===== config.mk =====
export PLATFORM = sky130hd
export DESIGN_NAME = ica_bus_responder_flat
export DESIGN_NICKNAME = d
export VERILOG_FILES = /design/src/rtl/ica_bus_responder_if.sv /design/src/rtl/ica_bus_responder.sv /design/src/flat_wrapper.sv
export SDC_FILE = /design/constraint.sdc
export NUM_CORES = 1
export LEC_CHECK = 0
export ABC_AREA = 1
export BUFFER_PORTS_ARGS = -buffer_cell sky130_fd_sc_hd__buf_2
export CORE_ASPECT_RATIO = 1.75
export CORE_MARGIN = 2
export CORE_UTILIZATION = 27
export DETAILED_ROUTE_END_ITERATION = 8
export GPL_ROUTABILITY_DRIVEN = 0
export GPL_TIMING_DRIVEN = 0
export SLEW_MARGIN = 20
export SYNTH_ARGS = -nofsm -noshare
export SYNTH_HDL_FRONTEND = slang
export SYNTH_SLANG_ARGS = --single-unit
export TNS_END_PERCENT = 100

===== constraint.sdc =====
create_clock -name clk -period 3.5 [get_ports clk]
set_clock_uncertainty 0.15 [all_clocks]
set_input_delay 0 -clock clk [delete_from_list [all_inputs] [get_ports clk]]
set_output_delay 0 -clock clk [all_outputs]
set_load 0.02 [all_outputs]

===== src/rtl/ica_bus_responder_if.sv =====
// Bus bundle between the ICA/DCA word-fetch requesters, the responder and the VRAM read port.
// The responder uses the slave view; requesters and the memory side use the master view.
interface ica_bus_responder_if;
  logic [21:0] req0_address;
  logic        req0_as;
  logic [15:0] req0_din;
  logic        req0_bus_ack;
  logic [21:0] req1_address;
  logic        req1_as;
  logic [15:0] req1_din;
  logic        req1_bus_ack;
  logic [20:0] mem_addr;
  logic        mem_rd;
  logic [15:0] mem_rdata;
  logic        mem_valid;
  logic        timeout_err;

  modport slave (
    input  req0_address, req0_as, req1_address, req1_as, mem_rdata, mem_valid,
    output req0_din, req0_bus_ack, req1_din, req1_bus_ack, mem_addr, mem_rd, timeout_err
  );

  modport master (
    output req0_address, req0_as, req1_address, req1_as, mem_rdata, mem_valid,
    input  req0_din, req0_bus_ack, req1_din, req1_bus_ack, mem_addr, mem_rd, timeout_err
  );
endinterface


===== src/rtl/ica_bus_responder.sv =====
// Round-robin word-fetch responder for the two ICA/DCA units onto a single VRAM read port.
// A fetch that never completes is answered with 16'h0000 (STOP) after TIMEOUT cycles.
module ica_bus_responder #(
  parameter int unsigned TIMEOUT = 64
) (
  input  logic                 clk,
  input  logic                 reset_n,
  ica_bus_responder_if.slave   bus
);

  localparam int unsigned CW = $clog2(TIMEOUT + 1);

  typedef enum logic {
    S_IDLE,
    S_WAIT
  } state_t;

  state_t        state_q, state_d;
  logic          grant_q, grant_d;
  logic          rr_q, rr_d;
  logic [1:0]    gap_q, gap_d;
  logic [CW-1:0] cnt_q, cnt_d;
  logic [20:0]   mem_addr_q, mem_addr_d;
  logic          mem_rd_q, mem_rd_d;
  logic [1:0]    ack_q, ack_d;
  logic [15:0]   din0_q, din0_d;
  logic [15:0]   din1_q, din1_d;
  logic          tmo_q, tmo_d;

  logic [1:0]    elig;
  logic          gnt;
  logic          grant_as;
  logic          unused_addr_lsb;

  assign unused_addr_lsb = bus.req0_address[0] ^ bus.req1_address[0];

  // gap masks a unit for the cycle after its ack, while its address is still stale
  assign elig     = {bus.req1_as & ~gap_q[1], bus.req0_as & ~gap_q[0]};
  assign grant_as = grant_q ? bus.req1_as : bus.req0_as;

  always_comb begin
    state_d    = state_q;
    grant_d    = grant_q;
    rr_d       = rr_q;
    gap_d      = '0;
    cnt_d      = cnt_q;
    mem_addr_d = mem_addr_q;
    mem_rd_d   = 1'b0;
    ack_d      = '0;
    din0_d     = din0_q;
    din1_d     = din1_q;
    tmo_d      = 1'b0;
    gnt        = 1'b0;

    unique case (state_q)
      S_IDLE: begin
        if (elig != 2'b00) begin
          gnt        = (elig == 2'b11) ? rr_q : elig[1];
          grant_d    = gnt;
          rr_d       = ~gnt;
          mem_addr_d = gnt ? bus.req1_address[21:1] : bus.req0_address[21:1];
          mem_rd_d   = 1'b1;
          cnt_d      = CW'(1);
          state_d    = S_WAIT;
        end
      end

      S_WAIT: begin
        // data arriving on the timeout cycle takes precedence over the STOP word
        if (bus.mem_valid) begin
          if (grant_as) begin
            ack_d[grant_q] = 1'b1;
            gap_d[grant_q] = 1'b1;
            if (grant_q) din1_d = bus.mem_rdata;
            else         din0_d = bus.mem_rdata;
          end
          state_d = S_IDLE;
        end else if (cnt_q == CW'(TIMEOUT)) begin
          tmo_d          = 1'b1;
          gap_d[grant_q] = 1'b1;
          if (grant_as) begin
            ack_d[grant_q] = 1'b1;
            if (grant_q) din1_d = '0;
            else         din0_d = '0;
          end
          state_d = S_IDLE;
        end else begin
          cnt_d = cnt_q + 1'b1;
        end
      end

      default: state_d = S_IDLE;
    endcase
  end

  always_ff @(posedge clk) begin
    if (!reset_n) begin
      state_q    <= S_IDLE;
      grant_q    <= 1'b0;
      rr_q       <= 1'b0;
      gap_q      <= '0;
      cnt_q      <= '0;
      mem_addr_q <= '0;
      mem_rd_q   <= 1'b0;
      ack_q      <= '0;
      din0_q     <= '0;
      din1_q     <= '0;
      tmo_q      <= 1'b0;
    end else begin
      state_q    <= state_d;
      grant_q    <= grant_d;
      rr_q       <= rr_d;
      gap_q      <= gap_d;
      cnt_q      <= cnt_d;
      mem_addr_q <= mem_addr_d;
      mem_rd_q   <= mem_rd_d;
      ack_q      <= ack_d;
      din0_q     <= din0_d;
      din1_q     <= din1_d;
      tmo_q      <= tmo_d;
    end
  end

  assign bus.req0_din     = din0_q;
  assign bus.req1_din     = din1_q;
  assign bus.req0_bus_ack = ack_q[0];
  assign bus.req1_bus_ack = ack_q[1];
  assign bus.mem_addr     = mem_addr_q;
  assign bus.mem_rd       = mem_rd_q;
  assign bus.timeout_err  = tmo_q;

endmodule


===== src/flat_wrapper.sv =====
// flat-port wrapper written by rule: the top's interface ports become plain ports
module ica_bus_responder_flat 
#(
  parameter int unsigned TIMEOUT = 64
)
  (clk, reset_n, bus_req0_address, bus_req0_as, bus_req1_address, bus_req1_as, bus_mem_rdata, bus_mem_valid, bus_req0_din, bus_req0_bus_ack, bus_req1_din, bus_req1_bus_ack, bus_mem_addr, bus_mem_rd, bus_timeout_err);
  ica_bus_responder_if bus_i ();
  input  logic clk;
  input  logic reset_n;
  input wire logic [$bits(bus_i.req0_address)-1:0] bus_req0_address;
  input wire logic [$bits(bus_i.req0_as)-1:0] bus_req0_as;
  input wire logic [$bits(bus_i.req1_address)-1:0] bus_req1_address;
  input wire logic [$bits(bus_i.req1_as)-1:0] bus_req1_as;
  input wire logic [$bits(bus_i.mem_rdata)-1:0] bus_mem_rdata;
  input wire logic [$bits(bus_i.mem_valid)-1:0] bus_mem_valid;
  output wire logic [$bits(bus_i.req0_din)-1:0] bus_req0_din;
  output wire logic [$bits(bus_i.req0_bus_ack)-1:0] bus_req0_bus_ack;
  output wire logic [$bits(bus_i.req1_din)-1:0] bus_req1_din;
  output wire logic [$bits(bus_i.req1_bus_ack)-1:0] bus_req1_bus_ack;
  output wire logic [$bits(bus_i.mem_addr)-1:0] bus_mem_addr;
  output wire logic [$bits(bus_i.mem_rd)-1:0] bus_mem_rd;
  output wire logic [$bits(bus_i.timeout_err)-1:0] bus_timeout_err;
  assign bus_i.req0_address = bus_req0_address;
  assign bus_i.req0_as = bus_req0_as;
  assign bus_i.req1_address = bus_req1_address;
  assign bus_i.req1_as = bus_req1_as;
  assign bus_i.mem_rdata = bus_mem_rdata;
  assign bus_i.mem_valid = bus_mem_valid;
  assign bus_req0_din = bus_i.req0_din;
  assign bus_req0_bus_ack = bus_i.req0_bus_ack;
  assign bus_req1_din = bus_i.req1_din;
  assign bus_req1_bus_ack = bus_i.req1_bus_ack;
  assign bus_mem_addr = bus_i.mem_addr;
  assign bus_mem_rd = bus_i.mem_rd;
  assign bus_timeout_err = bus_i.timeout_err;
  ica_bus_responder #(.TIMEOUT(TIMEOUT)) u_core (.clk(clk), .reset_n(reset_n), .bus(bus_i));
endmodule

== After elaboration in Yosys (flattened, before gate mapping) ==
Index checks and enable logic that the tools add are counted.

* Logic and storage cells: 68
* Output and inout port bits: 57
* Input port bits: 65
* Flip-flop bits (word level): 69

* Bitwise logic cells: 8
* $lt $le $gt $ge: 2
* Reductions and logical operators: 10
* Equality and inequality tests: 5
* Multiplexer cells: 31
* Add/sub/neg operators: 1

{| class="wikitable"
|+ Operators by type and width
! operator !! number
|-
| $mux 16 || 12
|-
| $mux 21 || 1
|-
| $mux 7 || 3
|-
| $pmux 7 s2 || 1
|-
| $mux 2 || 5
|-
| $reduce_and 4->1 || 2
|-
| $add 7x1->7 const B || 1
|-
| $eq 7x7->1 const B || 1
|-
| $mux 1 || 7
|-
| $not 1->1 || 6
|-
| $ne 2x2->1 const B || 2
|-
| $reduce_and 2->1 || 2
|-
| $reduce_bool 2->1 || 2
|-
| $reduce_and 3->1 || 1
|-
| $reduce_or 3->1 || 1
|-
| $and 1x1->1 || 2
|-
| $eq 2x2->1 const B || 1
|-
| $lt 1x2->1 const B || 1
|-
| $ne 2x1->1 const B || 1
|-
| $pmux 1 s2 || 1
|-
| $reduce_or 2->1 || 1
|-
| $demux 1 s1 || 1
|-
| $ge 1x1->1 const B || 1
|-
| $logic_and 1x1->1 || 1
|}

== Depth between registers and ports, before layout ==
* Depth after elaboration: 7
* Depth in mapped cells: 11
* Depth with buffers taken out: 10

== Least setup slack after synthesis ==
OpenSTA, ideal clock, no wires.

* Kind: register -> register
* Start: register u_core.cnt_q[0]
* End: register u_core.cnt_q[6]
* Data required time: 3.237 ns
* Clock period less this slack: 1.470 ns
* Data arrival time: 1.207 ns
* Cell stages (with the launch flop): 11
* Slack: 2.030 ns
* Library setup time: 0.113 ns
* Path buffers: 0
* Cell sequence: dfxtp_1 -> inv_1 -> ha_1 -> nand2_1 -> inv_1 -> nand3_2 -> nand3_1 -> nand2_1 -> nand2_1 -> nand2_1 -> nor2_1

* Longest elaborated chain between the ends: 4
* Elaborated cells on any way between the ends: 7
* Those cells by class: add/sub: 1; eq/ne: 2; mux: 3; reduce/logical: 1

{| class="wikitable"
|+ RTL lines
! item !! line !! text
|-
| from (decl) || ica_bus_responder.sv:22 || <nowiki>logic [CW-1:0] cnt_q, cnt_d;</nowiki>
|-
| from (signal assigned) || ica_bus_responder.sv:114 || <nowiki>cnt_q <= cnt_d;</nowiki>
|-
| $add 7x1->7 || ica_bus_responder.sv:88 || <nowiki>cnt_d = cnt_q + 1'b1;</nowiki>
|-
| $mux 7 || ica_bus_responder.sv:78 || <nowiki>end else if (cnt_q == CW'(TIMEOUT)) begin</nowiki>
|-
| $mux 7 || ica_bus_responder.sv:70 || <nowiki>if (bus.mem_valid) begin</nowiki>
|-
| $pmux 7 s2 || ica_bus_responder.sv:55 || <nowiki>unique case (state_q)</nowiki>
|}

Parallel ways exist; a longest one is shown, timed or not. The select of a mux whose other input is x is not followed.
A chain may end at the register's enable or synchronous reset.

== Worst setup path after layout ==
* Start: register u_core.rr_q
* End: register u_core.mem_addr_q[0], in the netlist u_core.bus.mem_addr[0]

* Longest elaborated chain between the ends: 2

{| class="wikitable"
|+ RTL lines
! item !! line !! text
|-
| from (decl) || ica_bus_responder.sv:20 || <nowiki>logic rr_q, rr_d;</nowiki>
|-
| from (signal assigned) || ica_bus_responder.sv:112 || <nowiki>rr_q <= rr_d;</nowiki>
|-
| $mux 1 || ica_bus_responder.sv:58 || <nowiki>gnt = (elig == 2'b11) ? rr_q : elig[1];</nowiki>
|-
| $mux 21 || ica_bus_responder.sv:61 || <nowiki>mem_addr_d = gnt ? bus.req1_address[21:1] : bus.req0_address[21:1];</nowiki>
|-
| to (signal assigned) || ica_bus_responder.sv:115 || <nowiki>mem_addr_q <= mem_addr_d;</nowiki>
|-
| to (decl) || ica_bus_responder.sv:23 || <nowiki>logic [20:0] mem_addr_q, mem_addr_d;</nowiki>
|}

Every way passes these cells.

==> results.cfg <==
[placed_design]
dp_slack_ns = 1.77
portBuffers = 119
dpl.hpwl_mm = 7.34

[logic_synthesis]
syn_inst = 475
ys_warn_count = 0
synthAdderAreaFrac_pct = 0.787
synthMuxAreaShare_pct = 0
synth_top_family_by_area = simple AND/OR/NAND/NOR gates
synth-simple-area-share_pct = 37.0
synth_compound_area_share_pct = 8.27
synth.largest_area_cell = dfxtp_1
synth_fp_nets = 542
avgSynthCellArea_um2 = 6.69
synthXorXnorAreaFrac_pct = 0.276
netlist_area_um2 = 3180
netlist.area_leader.share_pct = 43.5
synthTopCellsByArea = dfxtp_1, nand2_1, a21oi_1
ys_types = 25
ys_ff_latch = 69
ys_seq_area_share_pct = 43.5

[clocking]
htreeDepth = 3
cts_buffers = 9
tritoncts = built
cts_num_sinks = 69
clk_pin_slew_ns = 0.06
insertion_delay_ns = 0.33
clockRootBuffer = clkbuf_16
clockBufferDepth = 2

[finish]
mostFrequentLayoutCell = nand2_1
synthToLayoutAreaGrowth_pct = 55.3
most-common-layout-cells = nand2_1, buf_2, dfxtp_1, dlygate4sd3_1, a21oi_1
fin_nets = 738
diodes = 0
utilization_pct = 42.9
drive_above_1_share_pct = 24.0

[detailed_routing]
met2_length_mm = 5.73
top_layer_used = met4
avgRoutedWirePerCell_um = 13.0
drtAntennaViolNets = 0
wl_met1_mm = 3.94
vias = 3689
avgViaCountPerCell = 4.55
drc = 0
first_pass_iters = 4
wirelength_mm = 10.5
routed-wl-met3_um = 575
initialDrtViolationCount = 137

[job]
cap_violations = 0

[sta]
rsz0062_at_grt = no
worst_pin_slew_ns = 0.586
report.final.slew_viol_count = 0
worst_slack_ns = 1.25
period_share_pct = 64.4
hold_viol_final = 0
holdWs_ns = 0.0315
slew_headroom_pct = 61.0
period_needed_ns = 2.25
setup_viol_count_final = 0
fmax_ghz = 0.444
setup-tns-final_ns = 0

[grt]
grt_pass1_vias = 3686
gr-total-overflow = 0
grt_util_all_layers_pct = 16.8
grt_max_degree = 15
grt_pass1_wl_mm = 16.8
grt_antenna_before_repair = 0

[worst_setup_path]
crit_required_ns = 3.63
crit_fanout = 5
path_common_cell = nand2_1
startpoint_type = flip-flop
path_cells = nand3b_1 > nand2_1 > nand2_1 > nand2_1 > dlygate4sd3_1 > nand2_1 > a21oi_1 > dlygate4sd3_1
critPathArrivalTime_ns = 2.38
r2r_cells = 8
cpMaxStageDelayCell = dlygate4sd3_1
path_class = reg -> reg
slowest_delay_ns = 0.55
crit_path_end_kind = flip-flop

[power]
p_leak_nw = 2.49
power_density_nw_per_um2 = 455
irDropWorstVdd_uv = 226

[floorplan]
rows = 52
dieArea_um2 = 12700
io_pins = 122
die_w_um = 86.0
coreArea_um2 = 11500
start_util_pct = 27.6
die_y_um = 148

[min_path]
whs_path_depth = 6
hp-class = in -> reg

[outcome]
status = finished, final reports clean
-- final timing paths --
| check | startpoint | to | slack [ns] |
|---|---|---|---|
| max | u_core.rr_q | u_core.bus.mem_addr[0] | 1.25 |
| min | bus_mem_valid | u_core.bus.req1_din[15] | 0.03 |
| max reg2reg | u_core.rr_q | u_core.bus.mem_addr[0] | 1.25 |
| min reg2reg | u_core.bus.req0_din[1] | u_core.bus.req0_din[1] | 0.31 |
-- power breakdown --
part | switching, mW | total [mW] | internal [mW]
clock network | 0.368 | 1.00 | 0.636
logic | 0.224 | 0.397 | 0.173
registers | 0.0227 | 0.846 | 0.823
-- timing repair --
item / 4_1_cts / 5_1_grt
hold endpoints to repair: 60 / 0
hold buffers: 66 / 0
resized for setup: 0 / 0
setup buffers: 0 / 0
-- kinds of logic after synthesis --
| group | after synthesis |
|---|---|
| adders and majority gates | 2 |
| xor gates and xnor gates | 1 |
| DFF | 69 |
| buffers and inverters | 76 |
| AOI/OAI and AO/OA | 52 |
| and+or+nand+nor | 275 |
-- synthesized netlist by cell type (all sizes together) --
master and count:
inv 49, a21oi 47, nand4 10, clkbuf 10
nand3b 1, nand3 47, nand2 179, buf 17
o21bai 1, nor2 37, xor2 1, ha 2
dfxtp 69, nor3 1, o21ai 4
-- layout make-up --
type                            instances  area [µm²]
Buffer                                 27         141
Clock buffer                            9         225
Clock inverter                          7         106
Fill cell                            1159        6580
Inverter                               49         184
Multi-Input combinational cell        330        1470
Sequential cell                        69        1380
Tap cell                              135         169
Timing Repair Buffer                  185        1260
-- flip-flops by register name, indices dropped and copies added, names as in the netlist --
signal	flops
u_core.rr_q	1
u_core.bus.req0_din	16
u_core.gap_q	2
u_core.cnt_q	7
u_core.bus.mem_rd	1
u_core.bus.timeout_err	1
u_core.ack_q	2
u_core.grant_q	1
u_core.state_q	1
u_core.bus.req1_din	16
u_core.bus.mem_addr	21
-- worst max-delay path: cells and delay by family (launching register included) --
family / cells / cell delay (ns)
buf+inv: 2 / 1.09
simple gates: 5 / 0.55
flops: 1 / 0.30
compound gates: 1 / 0.10
-- metal layers --
layer	track usage [%]	vias up
met5	0	-
met4	8.17	0
met3	3.13	22
met1	17.5	1640
li1	-	1880
met2	31.2	147
-- metrics by stage --
step / power (mW) / area, µm² / std cells
finish: 2.25 / 4930 / 811
floorplan: 1.06 / 3180 / 475
CTS: 2.26 / 4930 / 811
global placement: 1.18 / 3940 / 729
global route: 2.34 / 4930 / 811
detailed placement: 1.18 / 3940 / 729
Note: power is estimated with default switching activity, not from simulation.
